## src/rtl/spi_master_sequencer.sv

```systemverilog
// Mode-0 SPI master sequencer: drives an external shift register (parallel
// load, one left shift per bit), generates sclk / cs_n and samples MISO on
// the rising sclk side. The only data it holds is the sampled MISO bit.
module spi_master_sequencer #(
    parameter int width   = 8,   // bits per transfer, equal to the shift register width
    parameter int CLK_DIV = 2    // clk cycles per sclk high phase and per low phase (>= 1)
) (
    input  logic       clk,
    input  logic       reset_n,
    input  logic       start,
    input  logic       abort,
    input  logic       miso,
    output logic [1:0] sr_mode,
    output logic       sr_serial_in,
    output logic       sclk,
    output logic       cs_n,
    output logic       busy,
    output logic       done
);

    // Counter widths never collapse to zero bits, even for CLK_DIV=1 or width=1.
    localparam int DIV_W = (CLK_DIV > 1) ? $clog2(CLK_DIV) : 1;
    localparam int BIT_W = (width > 1) ? $clog2(width) : 1;
    localparam logic [DIV_W-1:0] DIV_LAST = DIV_W'(CLK_DIV - 1);
    localparam logic [BIT_W-1:0] BIT_LAST = BIT_W'(width - 1);

    // Shift register mode encoding (RIGHT=01 is never requested by this block).
    localparam logic [1:0] MODE_HOLD  = 2'b00;
    localparam logic [1:0] MODE_LEFT  = 2'b10;
    localparam logic [1:0] MODE_PLOAD = 2'b11;

    typedef enum logic [2:0] {
        IDLE   = 3'd0,
        LOAD   = 3'd1,
        LOW    = 3'd2,
        HIGH   = 3'd3,
        SHIFT  = 3'd4,
        FINISH = 3'd5
    } seqState_t;

    seqState_t        stateReg;
    seqState_t        stateNext;
    logic [DIV_W-1:0] divCntReg;
    logic [BIT_W-1:0] bitCntReg;
    logic             rxBitReg;

    logic divDone;
    logic bitLast;

    assign divDone = (divCntReg == DIV_LAST);
    assign bitLast = (bitCntReg == BIT_LAST);

    // State register; reset abandons any transfer without a done pulse.
    always_ff @(posedge clk or negedge reset_n) begin
        if (!reset_n) begin
            stateReg <= IDLE;
        end else begin
            stateReg <= stateNext;
        end
    end

    // Phase/bit counters and the MISO sample taken on the edge leaving LOW.
    always_ff @(posedge clk or negedge reset_n) begin
        if (!reset_n) begin
            divCntReg <= '0;
            bitCntReg <= '0;
            rxBitReg  <= 1'b0;
        end else begin
            case (stateReg)
                LOAD: begin
                    divCntReg <= '0;
                    bitCntReg <= '0;
                end
                LOW: begin
                    if (divDone) begin
                        divCntReg <= '0;
                        rxBitReg  <= miso;   // sclk rises as we leave LOW
                    end else begin
                        divCntReg <= divCntReg + 1'b1;
                    end
                end
                HIGH: begin
                    if (divDone) begin
                        divCntReg <= '0;
                    end else begin
                        divCntReg <= divCntReg + 1'b1;
                    end
                end
                SHIFT: begin
                    // Saturate on the last bit so the counter never wraps.
                    if (!bitLast) begin
                        bitCntReg <= bitCntReg + 1'b1;
                    end
                end
                default: begin
                end
            endcase
        end
    end

    // Next-state logic; abort cancels any active phase, start only counts in IDLE.
    always_comb begin
        stateNext = stateReg;
        case (stateReg)
            IDLE:   if (start) stateNext = LOAD;
            LOAD:   stateNext = abort ? IDLE : LOW;
            LOW:    if (abort) stateNext = IDLE;
                    else if (divDone) stateNext = HIGH;
            HIGH:   if (abort) stateNext = IDLE;
                    else if (divDone) stateNext = SHIFT;
            SHIFT:  if (abort) stateNext = IDLE;
                    else stateNext = bitLast ? FINISH : LOW;
            FINISH: stateNext = IDLE;
            default: stateNext = IDLE;
        endcase
    end

    // Moore output decode from the registered state only.
    always_comb begin
        sr_mode = MODE_HOLD;
        sclk    = 1'b0;
        cs_n    = 1'b1;
        busy    = 1'b0;
        done    = 1'b0;
        case (stateReg)
            LOAD: begin
                sr_mode = MODE_PLOAD;
                cs_n    = 1'b0;
                busy    = 1'b1;
            end
            LOW: begin
                cs_n = 1'b0;
                busy = 1'b1;
            end
            HIGH: begin
                sclk = 1'b1;
                cs_n = 1'b0;
                busy = 1'b1;
            end
            SHIFT: begin
                sr_mode = MODE_LEFT;
                cs_n    = 1'b0;
                busy    = 1'b1;
            end
            FINISH: begin
                done = 1'b1;
            end
            default: begin
            end
        endcase
    end

    // The shift register only consumes this bit during SHIFT; it always
    // mirrors the registered MISO sample.
    assign sr_serial_in = rxBitReg;

endmodule

```

## config.mk

```make
export PLATFORM = sky130hd
export DESIGN_NAME = spi_master_sequencer
export DESIGN_NICKNAME = d
export VERILOG_FILES = /design/src/rtl/spi_master_sequencer.sv
export SDC_FILE = /design/constraint.sdc
export NUM_CORES = 1
export LEC_CHECK = 0
export CAP_MARGIN = 15
export CORE_MARGIN = 4
export CORE_UTILIZATION = 38
export DETAILED_ROUTE_END_ITERATION = 6
export MAX_ROUTING_LAYER = met4
export PLACE_DENSITY = 0.67
export SETUP_SLACK_MARGIN = 0.4
export SLEW_MARGIN = 20
export SYNTH_ARGS = -nofsm -noshare
export SYNTH_HDL_FRONTEND = slang
export SYNTH_SLANG_ARGS = --single-unit
```

## constraint.sdc

```tcl
create_clock -name clk -period 5.05 [get_ports clk]
set_input_delay 1.2625 -clock clk [delete_from_list [all_inputs] [get_ports clk]]
set_output_delay 1.2625 -clock clk [all_outputs]
set_load 0.03 [all_outputs]
```

# Word-level counts from Yosys, hierarchy flattened
# Index checks and enable logic that the tools add are counted.
op_classes:
  add_sub_neg: 2
  mul: 0
  div_mod_pow: 0
  n_lt_le_gt_ge: 0
  eq_ne: 10
  shifts: 0
  muxes: 18
  n_bitwise: 0
  reduce_logical: 8
ops:
  columns: ["operator", "n"]
  rows:
  - ["2-to-1 mux 3 bit", 8]
  - ["one-hot mux 3 bit (5 select lines)", 1]
  - ["== test 3 bit (second input constant)", 3]
  - ["== test 3 x 2 -> 1 bit (second input constant)", 2]
  - ["inequality test 3 bit (second input constant)", 2]
  - ["one-hot mux 3 bit (2 select lines)", 1]
  - ["2-to-1 mux 1 bit", 5]
  - ["inequality test 2 bit (second input constant)", 2]
  - ["one-hot mux 2 bit (2 select lines)", 1]
  - ["AND reduction 2 bit", 2]
  - ["nonzero test 2 bit", 2]
  - ["OR reduction 4 bit", 1]
  - ["adder 3 x 1 -> 3 bit (second input constant)", 1]
  - ["== test 3 x 1 -> 1 bit (second input constant)", 1]
  - ["logical NOT 3 bit", 1]
  - ["AND reduction 3 bit", 1]
  - ["2-to-1 mux 2 bit", 1]
  - ["one-hot mux 1 bit (2 select lines)", 1]
  - ["OR reduction 2 bit", 1]
  - ["adder 1 bit (second input constant)", 1]
totals:
  ff_bits: 8
  latchBits: 0
  ram_bits: 0
  mem_bits_ro: 0
  in_bits: 5
  output_inout_bits: 7
  n_memories: 0

# Depth between registers and ports, before layout
depth:
  depth_word: 4
  depth_mapped: 5
  mapped_depth_nobuf: 5

# Worst setup path after synthesis
# Ideal clock, no wire load.
synth_path:
  kind: "register -> output"
  from: "register stateReg[1]"
  to: "output port busy"
  t_arrival_ns: 1.624
  required_time_ns: 3.788
  setup_slack_ns: 2.164
  stages_incl_launch_ff: 5
  path_buffers: 1
  cell_sequence: "dfrtp_1 buf_2 nor2_1 xor2_1 inv_1"
synth_via:
  elab_chain_len: 3
  elab_cells_between_ends: 6
  cone_classes: "eq/ne (4); mux (1); reduce/logical (1)"
synth_lines:
  columns: ["element", "line", "text"]
  rows:
  - ["from (decl)", "41", "seqState_t stateReg;"]
  - ["from (signal assigned)", "58", "stateReg <= stateNext;"]
  - ["== test 3 bit (tied with other cells)", "125", "case (stateReg)"]
  - ["OR reduction 4 bit (no line) (*)", null, null]
  - ["2-to-1 mux 1 bit (*)", "125", null]
  - ["to (decl)", "17", "output logic busy,"]
# Every way passes the cells marked *; elsewhere a longest branch is shown, timed or not.

# Worst setup path in the final report
layout_path:
  from: "register stateReg[0]"
  to: "output port cs_n"
layout_via:
  elab_chain_len: 3
  elab_cells_between_ends: 6
  cone_classes: "eq/ne (4); mux (1); reduce/logical (1)"
layout_lines:
  columns: ["element", "line", "text"]
  rows:
  - ["== test 3 bit (tied with other cells)", "125", null]
  - ["OR reduction 4 bit (no line) (*)", null, null]
  - ["2-to-1 mux 1 bit (*)", "125", null]
  - ["to (decl)", "16", "output logic cs_n,"]
# Marks and branches as above.

==> out/qor.json <==
{
  "run_status": {"value": "complete, no violations"},
  "final_net_count": {"value": 69},
  "clock_power_share": {"value": 13.0, "unit": "%"},
  "grt_setup_unrepaired": {"value": "no"},
  "die-width": {"value": 44.29, "unit": "um"},
  "postPlaceCellArea": {"value": 613.1, "unit": "um^2"},
  "synth.ff_latch_count": {"value": 8},
  "vias_per_cell": {"value": 5.041},
  "met3_usage": {"value": 1.220, "unit": "%"},
  "async_reset_ff_share": {"value": 100.0, "unit": "%"},
  "crit_slowest_cell": {"value": "sky130_fd_sc_hd__clkdlybuf4s50_1"},
  "cp.arrival": {"value": 2.00, "unit": "ns"},
  "use_met2": {"value": 12.50, "unit": "%"},
  "coreArea": {"value": 0.001171, "unit": "mm^2"},
  "cts.htree.levels": {"value": 1},
  "internal-power": {"value": 0.1922, "unit": "mW"},
  "routed-via-count": {"value": 373},
  "die_y": {"value": 44.29, "unit": "um"},
  "globalRouteOverflowTotal": {"value": 0},
  "grt_antenna_before_repair": {"value": 0},
  "max-slew-margin-rel": {"value": 69.36, "unit": "%"},
  "number_of_fillers_in_the_final_layout": {"value": 107},
  "power.density": {"value": 534.8, "unit": "mW/mm^2"},
  "cts_made_buffers": {"value": 3},
  "start_kind": {"value": "register"},
  "grt_max_degree": {"value": 18},
  "seqCellArea": {"value": 200.2, "unit": "um^2"},
  "worst_setup_path_end_kind": {"value": "primary output"},
  "drt-pass1-iter-count": {"value": 2},
  "hold_ws": {"value": 0.5007, "unit": "ns"},
  "worstMarginPinSlew": {"value": 0.4596, "unit": "ns"},
  "start_util": {"value": 42.74, "unit": "%"},
  "top_family_by_delay_on_critical_path": {"value": "buffers and inverters"},
  "synth.net_count": {"value": 56},
  "fin_setup_tns": {"value": 0, "unit": "ns"},
  "wire_length_of_the_first_global_routing_pass": {"value": 1.393, "unit": "mm"},
  "cellLeakagePower": {"value": 0.2813, "unit": "nW"},
  "timing.clock.skew": {"value": 0.001206, "unit": "ns"},
  "cts-root-to-sink-buffers": {"value": 2},
  "fmax": {"value": 306.1, "unit": "MHz"},
  "multi_input_comb_area": {"value": 281.5, "unit": "um^2"},
  "post_synth_instance_area": {"value": 500.5, "unit": "um^2"},
  "synth-seq-area-share": {"value": 40.00, "unit": "%"},
  "worst-path-buf-inv": {"value": 1},
  "antenna_violating_nets_post_route": {"value": 0},
  "critPathRequiredTime": {"value": 3.79, "unit": "ns"},
  "dominantRegCellSynth": {"value": "sky130_fd_sc_hd__dfrtp_1"},
  "max_cap_violations": {"value": 0},
  "post_drt_wl_per_cell": {"value": 11.54, "unit": "um"},
  "rd_place_congestion": {"value": 0.6690},
  "final.min_clock_period": {"value": 3.267, "unit": "ns"},
  "critical_path.max_fanout": {"value": 14},
  "drt_iter0_markers": {"value": 3},
  "hp-class": {"value": "reg2reg"},
  "final-hold-violation-count": {"value": 0},
  "post-layout-total-power": {"value": 0.3399, "unit": "mW"},
  "latest_clock_arrival_within_the_worst_skew_pair": {"value": 0.24, "unit": "ns"},
  "combinationalPowerShare": {"value": 53.5, "unit": "%"},
  "worstPathCellList": {"value": "nor2_1, xor2_1, clkdlybuf4s50_1"},
  "ir_worst_vdd": {"value": 0.2578, "unit": "mV"},
  "drive_gt1_share": {"value": 8.333, "unit": "%"},
  "sinks_on_clock_net": {"value": 8},
  "cts.hold.buffers_added": {"value": 0},
  "buffer_ports.inserted": {"value": 11},
  "postRouteWirelength": {"value": 854, "unit": "um"},
  "fin_crit_sh": {"value": 64.69, "unit": "%"},
  "setup-violations-final": {"value": 0},
  "switching_share": {"value": 43.46, "unit": "%"},
  "netSwitchingPower": {"value": 0.1477, "unit": "mW"},
  "syn_avg_cell_area": {"value": 10.21, "unit": "um^2"},
  "power.sequential.fraction": {"value": 33.5, "unit": "%"},
  "antennaDiodeCount": {"value": 0},
  "post_cts_buffers": {"value": 0},
  "global_route_track_usage_on_met1": {"value": 14.50, "unit": "%"},
  "globalRoute.busiestLayer": {"value": "met1"},
  "timing.critical_path.slowest_cell_delay": {"value": 0.69, "unit": "ns"},
  "post_synth_num_cell_types": {"value": 25},
  "track_usage": {"value": 9.775, "unit": "%"},
  "core.rowCount": {"value": 12},
  "yosys_warnings": {"value": 0},
  "drc_errors": {"value": 0},
  "cts_repair_resizes": {"value": 0},
  "floorplan.die_area": {"value": 0.001962, "unit": "mm^2"},
  "first_global_vias": {"value": 331},
  "edff_count_synth": {"value": 0},
  "syn_inst": {"value": 49},
  "flow.area_growth_from_synthesis": {"value": 27.00, "unit": "%"},
  "clkTransAtPathRegs": {"value": 0.05, "unit": "ns"},
  "design.portCount": {"value": 12},
  "cts_root_buf": {"value": "sky130_fd_sc_hd__clkbuf_4"},
  "finalInstanceArea": {"value": 635.6, "unit": "um^2"},
  "timing.setup.critical_path_class": {"value": "reg2out"},
  "clock_tree_from_tritoncts": {"value": "done"},
  "setup.reg_to_reg.worst_slack": {"value": 3.34, "unit": "ns"},
  "timing.final.max_slew_violations": {"value": 0}
}
[cells in the final DEF, fill, tap and decap left out]
cell type / Yosys / final
sky130_fd_sc_hd__or3b_1: 1 / 1
sky130_fd_sc_hd__and3_1: 1 / 1
sky130_fd_sc_hd__ha_1: 2 / 2
sky130_fd_sc_hd__nand4bb_1: 1 / 1
sky130_fd_sc_hd__nand2b_1: 2 / 2
sky130_fd_sc_hd__a21oi_1: 4 / 4
sky130_fd_sc_hd__nor2b_1: 2 / 2
sky130_fd_sc_hd__xnor2_1: 1 / 1
sky130_fd_sc_hd__and2b_1: 1 / 1
sky130_fd_sc_hd__a221oi_1: 1 / 1
sky130_fd_sc_hd__nand2_1: 1 / 1
sky130_fd_sc_hd__nor3b_1: 3 / 3
sky130_fd_sc_hd__xor2_1: 2 / 2
sky130_fd_sc_hd__o2bb2ai_2: 1 / 1
sky130_fd_sc_hd__nand3b_1: 1 / 1
sky130_fd_sc_hd__mux2_1: 1 / 1
sky130_fd_sc_hd__inv_1: 1 / 1
sky130_fd_sc_hd__clkbuf_4: 0 / 3
sky130_fd_sc_hd__clkdlybuf4s50_1: 0 / 11
sky130_fd_sc_hd__o21ai_0: 3 / 3
sky130_fd_sc_hd__o32a_1: 1 / 1
sky130_fd_sc_hd__nor2_1: 3 / 3
sky130_fd_sc_hd__mux2_2: 1 / 1
sky130_fd_sc_hd__dfrtp_1: 8 / 8
sky130_fd_sc_hd__and3b_1: 2 / 2
sky130_fd_sc_hd__o2bb2ai_1: 2 / 2
[synth_stat cells, drive strengths merged (2+ instances only)]
master	n	share of area, %
a21oi	4	4.0
and3b	2	3.5
buf	3	3.0
dfrtp	8	40
ha	2	5.0
mux2	2	4.5
nand2b	2	2.5
nor2	3	2.2
nor2b	2	2.5
nor3b	3	4.5
o21ai	3	3.0
o2bb2ai	3	6.5
xor2	2	3.5
[power groups by stage]
stage | registers (mW) | logic [mW] | clock network [mW]
2_1_floorplan | 0.102 | 0.131 | 0
3_3_place_gp | 0.114 | 0.183 | 0
3_5_place_dp | 0.115 | 0.183 | 0
4_1_cts | 0.114 | 0.185 | 0.0469
5_1_grt | 0.119 | 0.193 | 0.0493
6_report | 0.114 | 0.182 | 0.0442
[sequential cells by signal (all words and copies together) (netlist names)]
register      cells
sr_serial_in      1
stateReg          3
bitCntReg         3
divCntReg         1
[final cells by class]
type                            instances  area share [%]
Clock buffer                            3           3.543
Inverter                                1          0.5906
Multi-Input combinational cell         37           44.29
Sequential cell                         8           31.50
Tap cell                               14           2.756
Timing Repair Buffer                   11           17.32
[logic make-up (layout without fill, tap and decap cells)]
family                   count (synthesis)  in the layout  share of synthesized area, %
flip-flops                               8              8                         40.00
adder cells (fa/ha/maj)                  2              2                         4.999
XOR/XNOR                                 3              3                         5.251
AO/OA/AOI/OAI                           12             12                         17.25
multiplexers                             2              2                         4.500
AND/OR/NAND/NOR                         18             18                         24.25
buffers and inverters                    4             15                         3.748
[per-layer routing]
metal | routed length (um) | vias to the layer above
met4 | 20 | 0
met2 | 320 | 14
li1 | - | 202
met5 | 0 | -
met3 | 64 | 2
met1 | 448 | 155
[per-stage QoR]
stage	worst slack, ns	std cells	util, %
2_1_floorplan	2.164	49	-
4_1_cts	1.747	74	54.27
3_3_place_gp	2.086	71	52.35
6_report	1.783	74	54.27
3_5_place_dp	2.024	71	52.35
5_1_grt	1.666	74	54.27
[path summary, 6_finish.rpt]
kind / cells after the start / to / startpoint
setup / recovery: 3 / cs_n / stateReg[0]
max in group asynchronous: 1 / stateReg[2] / reset_n
hold / removal: 1 / sr_serial_in / sr_serial_in
hold reg to reg: 1 / sr_serial_in / sr_serial_in
min in group asynchronous: 1 / sr_serial_in / reset_n
setup reg to reg: 5 / bitCntReg[0] / bitCntReg[0]
Note: power is estimated with default switching activity, not from simulation.
